## config.mk

```make
export PLATFORM = sky130hd
export DESIGN_NAME = writeback_regfile
export DESIGN_NICKNAME = d
export VERILOG_FILES = /design/src/rtl/writeback_regfile.sv
export SDC_FILE = /design/constraint.sdc
export NUM_CORES = 2
export LEC_CHECK = 0
export CORE_MARGIN = 5
export CORE_UTILIZATION = 40
export CTS_CLUSTER_DIAMETER = 30
export DETAILED_ROUTE_END_ITERATION = 8
export PLACE_DENSITY = 0.57
export SYNTH_ARGS = -nofsm -noshare
export SYNTH_HDL_FRONTEND = slang
export SYNTH_SLANG_ARGS = --single-unit
```

## constraint.sdc

```tcl
create_clock -name clk -period 4 [get_ports clk]
set_clock_uncertainty 0.15 [all_clocks]
set_input_delay 0.8 -clock clk [delete_from_list [all_inputs] [get_ports clk]]
set_output_delay 0.8 -clock clk [all_outputs]
set_load 0.1 [all_outputs]
```

## src/rtl/writeback_regfile.sv

```systemverilog
// writeback_regfile
// Write-back stage and architectural register file for the 5-stage RV32I pipeline.
// Picks the write-back value (link address, load data or ALU result), commits it
// into a 32 x 32-bit register file, serves two combinational read ports with
// same-cycle write-through bypass, and counts committed register writes.
//
// Ports:
//   clk             rising-edge clock
//   reset           asynchronous active-low reset (0 = asserted)
//   Ctl_MemtoReg_in select Read_Data as the write-back value
//   Ctl_RegWrite_in commit the write-back value to Rd_in
//   Rd_in           destination register index
//   jal_in/jalr_in  jump-and-link: write back PC_in + 4
//   Read_Data       load data from data memory
//   ALUresult_in    ALU result
//   PC_in           PC of the write-back instruction
//   Rs1/Rs2         read port indices
//   Read_data1/2    bypassed register values for Rs1/Rs2 (combinational)
//   WB_Data         selected write-back value, to the EX forwarding unit
//   WB_Rd           destination index, passed through
//   WB_RegWrite     effective write enable (never set for x0)
//   wr_count        number of committed register writes, wraps
module writeback_regfile #(
  parameter int unsigned CNT_W = 64
) (
  input  logic             clk,
  input  logic             reset,
  input  logic             Ctl_MemtoReg_in,
  input  logic             Ctl_RegWrite_in,
  input  logic [4:0]       Rd_in,
  input  logic             jal_in,
  input  logic             jalr_in,
  input  logic [31:0]      Read_Data,
  input  logic [31:0]      ALUresult_in,
  input  logic [31:0]      PC_in,
  input  logic [4:0]       Rs1,
  input  logic [4:0]       Rs2,
  output logic [31:0]      Read_data1,
  output logic [31:0]      Read_data2,
  output logic [31:0]      WB_Data,
  output logic [4:0]       WB_Rd,
  output logic             WB_RegWrite,
  output logic [CNT_W-1:0] wr_count
);

  localparam int unsigned XLEN  = 32;
  localparam int unsigned NREG  = 32;
  localparam int unsigned IDX_W = 5;

  logic [XLEN-1:0] rf [NREG];

  // Write-back select: link address wins over load data, which wins over ALU.
  always_comb begin
    WB_Data = ALUresult_in;
    if (jal_in | jalr_in) begin
      WB_Data = PC_in + XLEN'(4);
    end else if (Ctl_MemtoReg_in) begin
      WB_Data = Read_Data;
    end
  end

  assign WB_Rd       = Rd_in;
  assign WB_RegWrite = Ctl_RegWrite_in & (Rd_in != IDX_W'(0));

  // Register array; x0 is never written because WB_RegWrite excludes it.
  always_ff @(posedge clk or negedge reset) begin
    if (!reset) begin
      for (int i = 0; i < int'(NREG); i++) begin
        rf[i] <= '0;
      end
    end else if (WB_RegWrite) begin
      rf[Rd_in] <= WB_Data;
    end
  end

  // Committed-write counter, wraps naturally at 2^CNT_W.
  always_ff @(posedge clk or negedge reset) begin
    if (!reset) begin
      wr_count <= '0;
    end else if (WB_RegWrite) begin
      wr_count <= wr_count + CNT_W'(1);
    end
  end

  // Read port 1: x0 forced to zero, then same-cycle bypass, then array.
  always_comb begin
    Read_data1 = rf[Rs1];
    if (Rs1 == IDX_W'(0)) begin
      Read_data1 = '0;
    end else if (WB_RegWrite && (Rd_in == Rs1)) begin
      Read_data1 = WB_Data;
    end
  end

  // Read port 2: same rule as port 1.
  always_comb begin
    Read_data2 = rf[Rs2];
    if (Rs2 == IDX_W'(0)) begin
      Read_data2 = '0;
    end else if (WB_RegWrite && (Rd_in == Rs2)) begin
      Read_data2 = WB_Data;
    end
  end

endmodule

```

### Word-level counts from Yosys, hierarchy flattened

Cells that the tools add are included.

| storage, ports and cells | value |
|---|---|
| bits in registers | 1,088 |
| latch bits | 0 |
| bits in writable memories | 0 |
| bits in read-only memories | 0 |
| input port bits | 117 |
| output and inout port bits | 166 |
| word-level logic and storage cells | 67 |
| memories kept | 0 |

| cells by class | value |
|---|---|
| add/subtract/negate cells | 2 |
| multiply operators | 0 |
| div/mod/pow operators | 0 |
| magnitude comparators | 4 |
| equal/unequal tests | 2 |
| shift-type cells | 0 |
| multiplexer cells | 15 |
| bitwise operators | 5 |
| reductions and logical operators | 6 |

Operator list:

| kind | number |
|---|---|
| $bwmux W1024 | 1 |
| $mux W32 | 11 |
| $bmux W32 S5 | 2 |
| $demux W32 S5 | 1 |
| $add A64 B1 Y64 const B | 1 |
| $add A32 B3 Y32 const B | 1 |
| $ge A6 B6 Y1 const B | 3 |
| $not A5 Y6 | 3 |
| $eq A5 B5 Y1 | 2 |
| $logic_not A5 Y1 | 2 |
| $lt A6 B1 Y1 const B | 1 |
| $reduce_bool A5 Y1 | 1 |
| $logic_and A1 B1 Y1 | 3 |
| $and A1 B1 Y1 | 1 |
| $or A1 B1 Y1 | 1 |

### Logic depth before layout (Yosys ltp)

| depth | value |
|---|---|
| depth after elaboration | 6 |
| gate-level depth with buffers | 12 |
| depth with buffers taken out | 8 |

### Worst setup path before layout

OpenSTA, ideal clock, no wires.

| timing path | value |
|---|---|
| path kind | input -> output |
| start point | in Rd_in[2] |
| end point | out Read_data1[13] |
| data arrival time | 5,522 ps |
| required time | 3,050 ps |
| setup slack | -2,472 ps |
| stages | 7 |
| path buffers | 3 |
| cells stage by stage | buf_2 nor3_1 a21o_1 buf_2 or3_1 buf_2 o311ai_0 |

| between the ends | value |
|---|---|
| cells in the longest elaborated chain, start to end | 5 |
| elaborated cells on any way between the ends | 6 |
| classes of those cells | 1 x eq/ne; 2 x mux; 1 x bitwise; 2 x reduce/logical |

RTL lines:

| item | RTL line | RTL |
|---|---|---|
| start, declared | 30 | `input logic [4:0] Rd_in,` |
| $reduce_bool A5 Y1 | 63 | `assign WB_RegWrite = Ctl_RegWrite_in & (Rd_in != IDX_W'(0));` |
| $and A1 B1 Y1 | 63 |  |
| $logic_and A1 B1 Y1 * | 90 | `end else if (WB_RegWrite && (Rd_in == Rs1)) begin` |
| $mux W32 * | 90 |  |
| $mux W32 * | 88 | `if (Rs1 == IDX_W'(0)) begin` |
| end, declared | 38 | `output logic [31:0] Read_data1,` |

Every way passes the cells marked *; elsewhere a longest branch is shown, timed or not.

### Worst setup path after layout

| timing path | value |
|---|---|
| start point | in Rs2[0] |
| end point | out Read_data2[28] |

| between the ends | value |
|---|---|
| cells in the longest elaborated chain, start to end | 6 |
| elaborated cells on any way between the ends | 9 |
| classes of those cells | 1 x eq/ne; 5 x mux; 1 x bitwise; 2 x reduce/logical |

RTL lines:

| item | RTL line | RTL |
|---|---|---|
| start, declared | 37 | `input logic [4:0] Rs2,` |
| $not A5 Y6 (not written as such) | 97 | `Read_data2 = rf[Rs2];` |
| $bmux W32 S5 | 97 |  |
| $mux W32 (not written as such) (2 in series) | 97 |  |
| $mux W32 | 100 | `end else if (WB_RegWrite && (Rd_in == Rs2)) begin` |
| $mux W32 * | 98 | `if (Rs2 == IDX_W'(0)) begin` |
| end, declared | 39 | `output logic [31:0] Read_data2,` |

Every way passes the cells marked *; elsewhere a longest branch is shown, timed or not. The select of a mux whose other input is x is not followed.

==> flow_summary.json <==
{
  "cp_cell_sequence": "buf_12, buf_16, buf_16, buf_6, mux4_2, mux4_2, a221oi_4, a21oi_4, buf_12",
  "power_density_nw_per_um2": 587,
  "grt_use_met1_pct": 39.4,
  "crit_required_ns": 3.05,
  "num_rows": 139,
  "grt_max_degree": 89,
  "wl_um": 221000,
  "grt_use_met3_pct": 7.30,
  "drv_slew": 0,
  "seqCellArea_sq_um": 27200,
  "nets": 5936,
  "setup_ws_ns": -0.0322,
  "fin_hold_ws_ns": 0.242,
  "stdcell_count": 7935,
  "rrSetupSlack_ns": 1.22,
  "async_flop_share_pct": 100,
  "path_max_fanout": 12,
  "fmax_mhz": 248,
  "place_hpwl_um": 144000,
  "vias_per_cell": 5.96,
  "cap_violations": 0,
  "core_sq_um": 143000,
  "io_pins": 283,
  "drt_iter0_drc": 5056,
  "grt_pass1_vias": 47656,
  "dp_slack_ns": -0.657,
  "wl_per_cell_um": 27.9,
  "crit_path_end_kind": "primary output",
  "place.gp.congestion": 0.895,
  "start_kind": "input port",
  "synth_sequential_area_ratio_pct": 47.4,
  "ir_drop_uv": 620,
  "ant_nets": 0,
  "period_share_pct": 101,
  "clockBufferDepth": 3,
  "grt-busiest-layer": "met2",
  "critPathSlowestCell": "mux4_2",
  "violations": "negative setup slack",
  "worstPathArrival_ns": 3.08,
  "die_h_um": 389,
  "status": "finished with violations",
  "drive_gt1_share_pct": 31.9,
  "dieArea_sq_um": 151000,
  "use_met2_pct": 44.3,
  "synth_cell_types": 65,
  "clock-sinks": 1088,
  "hold_viol": 0,
  "io_buffers": 282,
  "leakagePower_nw": 34.5,
  "multi_input_area_sq_um": 29500,
  "drt_pass1_iterations": 6,
  "worst_pin_slew_ns": 1.09,
  "layout_commonest_cell": "nand2_1",
  "clk_latency_ns": 0.85,
  "fp.dieW_um": 389,
  "path_clk_slew_ns": 0.05,
  "grt_pass1_wl_um": 324000,
  "gr-total-overflow": 0,
  "clock-root-buffer": "clkbuf_16",
  "htree_levels": 4,
  "antenna_found_initial": 9,
  "vias": 47291,
  "grt_use_total_pct": 28.8,
  "final_cell_mix": "1125 x nand2_1, 1088 x dfrtp_1, 1001 x o21ai_0",
  "numPlacedInstances": 7425,
  "synth-edff-count": 0,
  "numCtsBuffers": 239,
  "cpPeakStageDelay_ns": 0.61,
  "drc_errors": 0,
  "fill_cells": 11899,
  "synth_nets": 5388,
  "netlist_instances": 5269,
  "min_path_type": "reg2reg",
  "synth_ff_type": "dfrtp_1",
  "area_growth_pct": 36.5,
  "synth_area_sq_um": 57500,
  "slew_headroom_pct": 27.2,
  "final.min_clock_period_ns": 4.03,
  "finalSetupViolations": 3,
  "initial_core_util_pct": 40.1,
  "ys_warn_count": 0,
  "cts_tree": "done",
  "rsz0062_at_grt": "yes",
  "crit_type": "in2out",
  "syn_area_per_cell_sq_um": 10.9,
  "ys_ff_latch": 1088,
  "finalPower_w": 0.0460
}
timing repair:
action	4_1_cts	5_1_grt
gates cloned	3	6
hold endpoints to repair	57	0
endpoints found under the setup margin	81	54
hold buffers	1	0
setup buffers	18	28
pin swaps	38	35
gates resized for setup	133	101
cell type report:
class	instances	area share (%)
Clock inverter	165	2.92
Antenna cell	1	0.00319
Clock buffer	290	8.28
Timing Repair Buffer	851	13.2
Tap cell	1903	3.04
Sequential cell	1088	34.7
Inverter	51	0.254
Multi-Input combinational cell	3586	37.6
worst max-delay path: cells and delay by family:
family	cells	cell delay [ns]
AO/OA/AOI/OAI	2	0.41
multiplexers	2	1.09
buffers and inverters	5	0.73
state kept, by name (all words and copies together) (netlist names):
register	count
rf	1024
wr_count	64
layer usage:
metal,share of wire (%),wire (um),vias up
li1,-,-,20325
met2,46,101000,2440
met1,41,90000,24031
met4,3.9,8640,6
met5,0.021,47,-
met3,9.8,21700,489
cells by family after synthesis:
group | synth area share, %
simple gates | 10.3
mux | 23.3
xor+xnor | 1.43
flops | 47.4
buf+inv | 4.37
compound gates | 13.2
fa+ha+maj | 0.0435
through the flow:
step | setup TNS, ns | util [%] | cell area [sq um]
3_3_place_gp | -26.88 | 47.7 | 68300
2_1_floorplan | -4.45 | - | 58400
3_5_place_dp | -27.71 | 47.7 | 68300
5_1_grt | -0.290 | 54.8 | 78400
4_1_cts | -0.0143 | 54.3 | 77700
6_report | -0.0340 | 54.8 | 78400
synth_stat cells, types with 16 or more instances:
cell type,number,share of area (%)
buf_4,30,0.39
buf_1,30,0.20
nor3_1,47,0.41
xor2_1,33,0.50
buf_2,67,0.58
a21oi_1,60,0.52
inv_1,48,0.31
and3_1,26,0.28
o21ai_2,36,0.55
a221oi_1,51,0.78
clkbuf_1,408,2.7
a22oi_1,17,0.22
nor4_1,16,0.17
mux2i_1,200,3.5
dfrtp_1,1088,47
nand3_1,47,0.41
o21ai_0,1006,8.8
mux4_2,500,20
a221o_1,16,0.28
nand4_1,22,0.24
nor2_1,47,0.31
xnor2_1,61,0.93
o22ai_1,31,0.34
nor2b_1,31,0.34
a211oi_1,54,0.71
nand2_1,1159,7.6
where the power goes:
part           internal, W  switching, W
Combinational      0.00463       0.00549
Sequential          0.0132       0.00169
Clock               0.0140       0.00706
Total               0.0318        0.0142
final timing paths:
| path | startpoint | to | cells past startpoint |
|---|---|---|---|
| setup reg to reg | wr_count[17] | wr_count[57] | 5 |
| setup / recovery | Rs2[0] | Read_data2[28] | 9 |
| hold reg to reg | rf[1001] | rf[1001] | 0 |
| min in group asynchronous | reset | wr_count[7] | 2 |
| max in group asynchronous | reset | rf[82] | 3 |
| hold / removal | rf[1001] | rf[1001] | 0 |
Note: power is estimated with default switching activity, not from simulation.
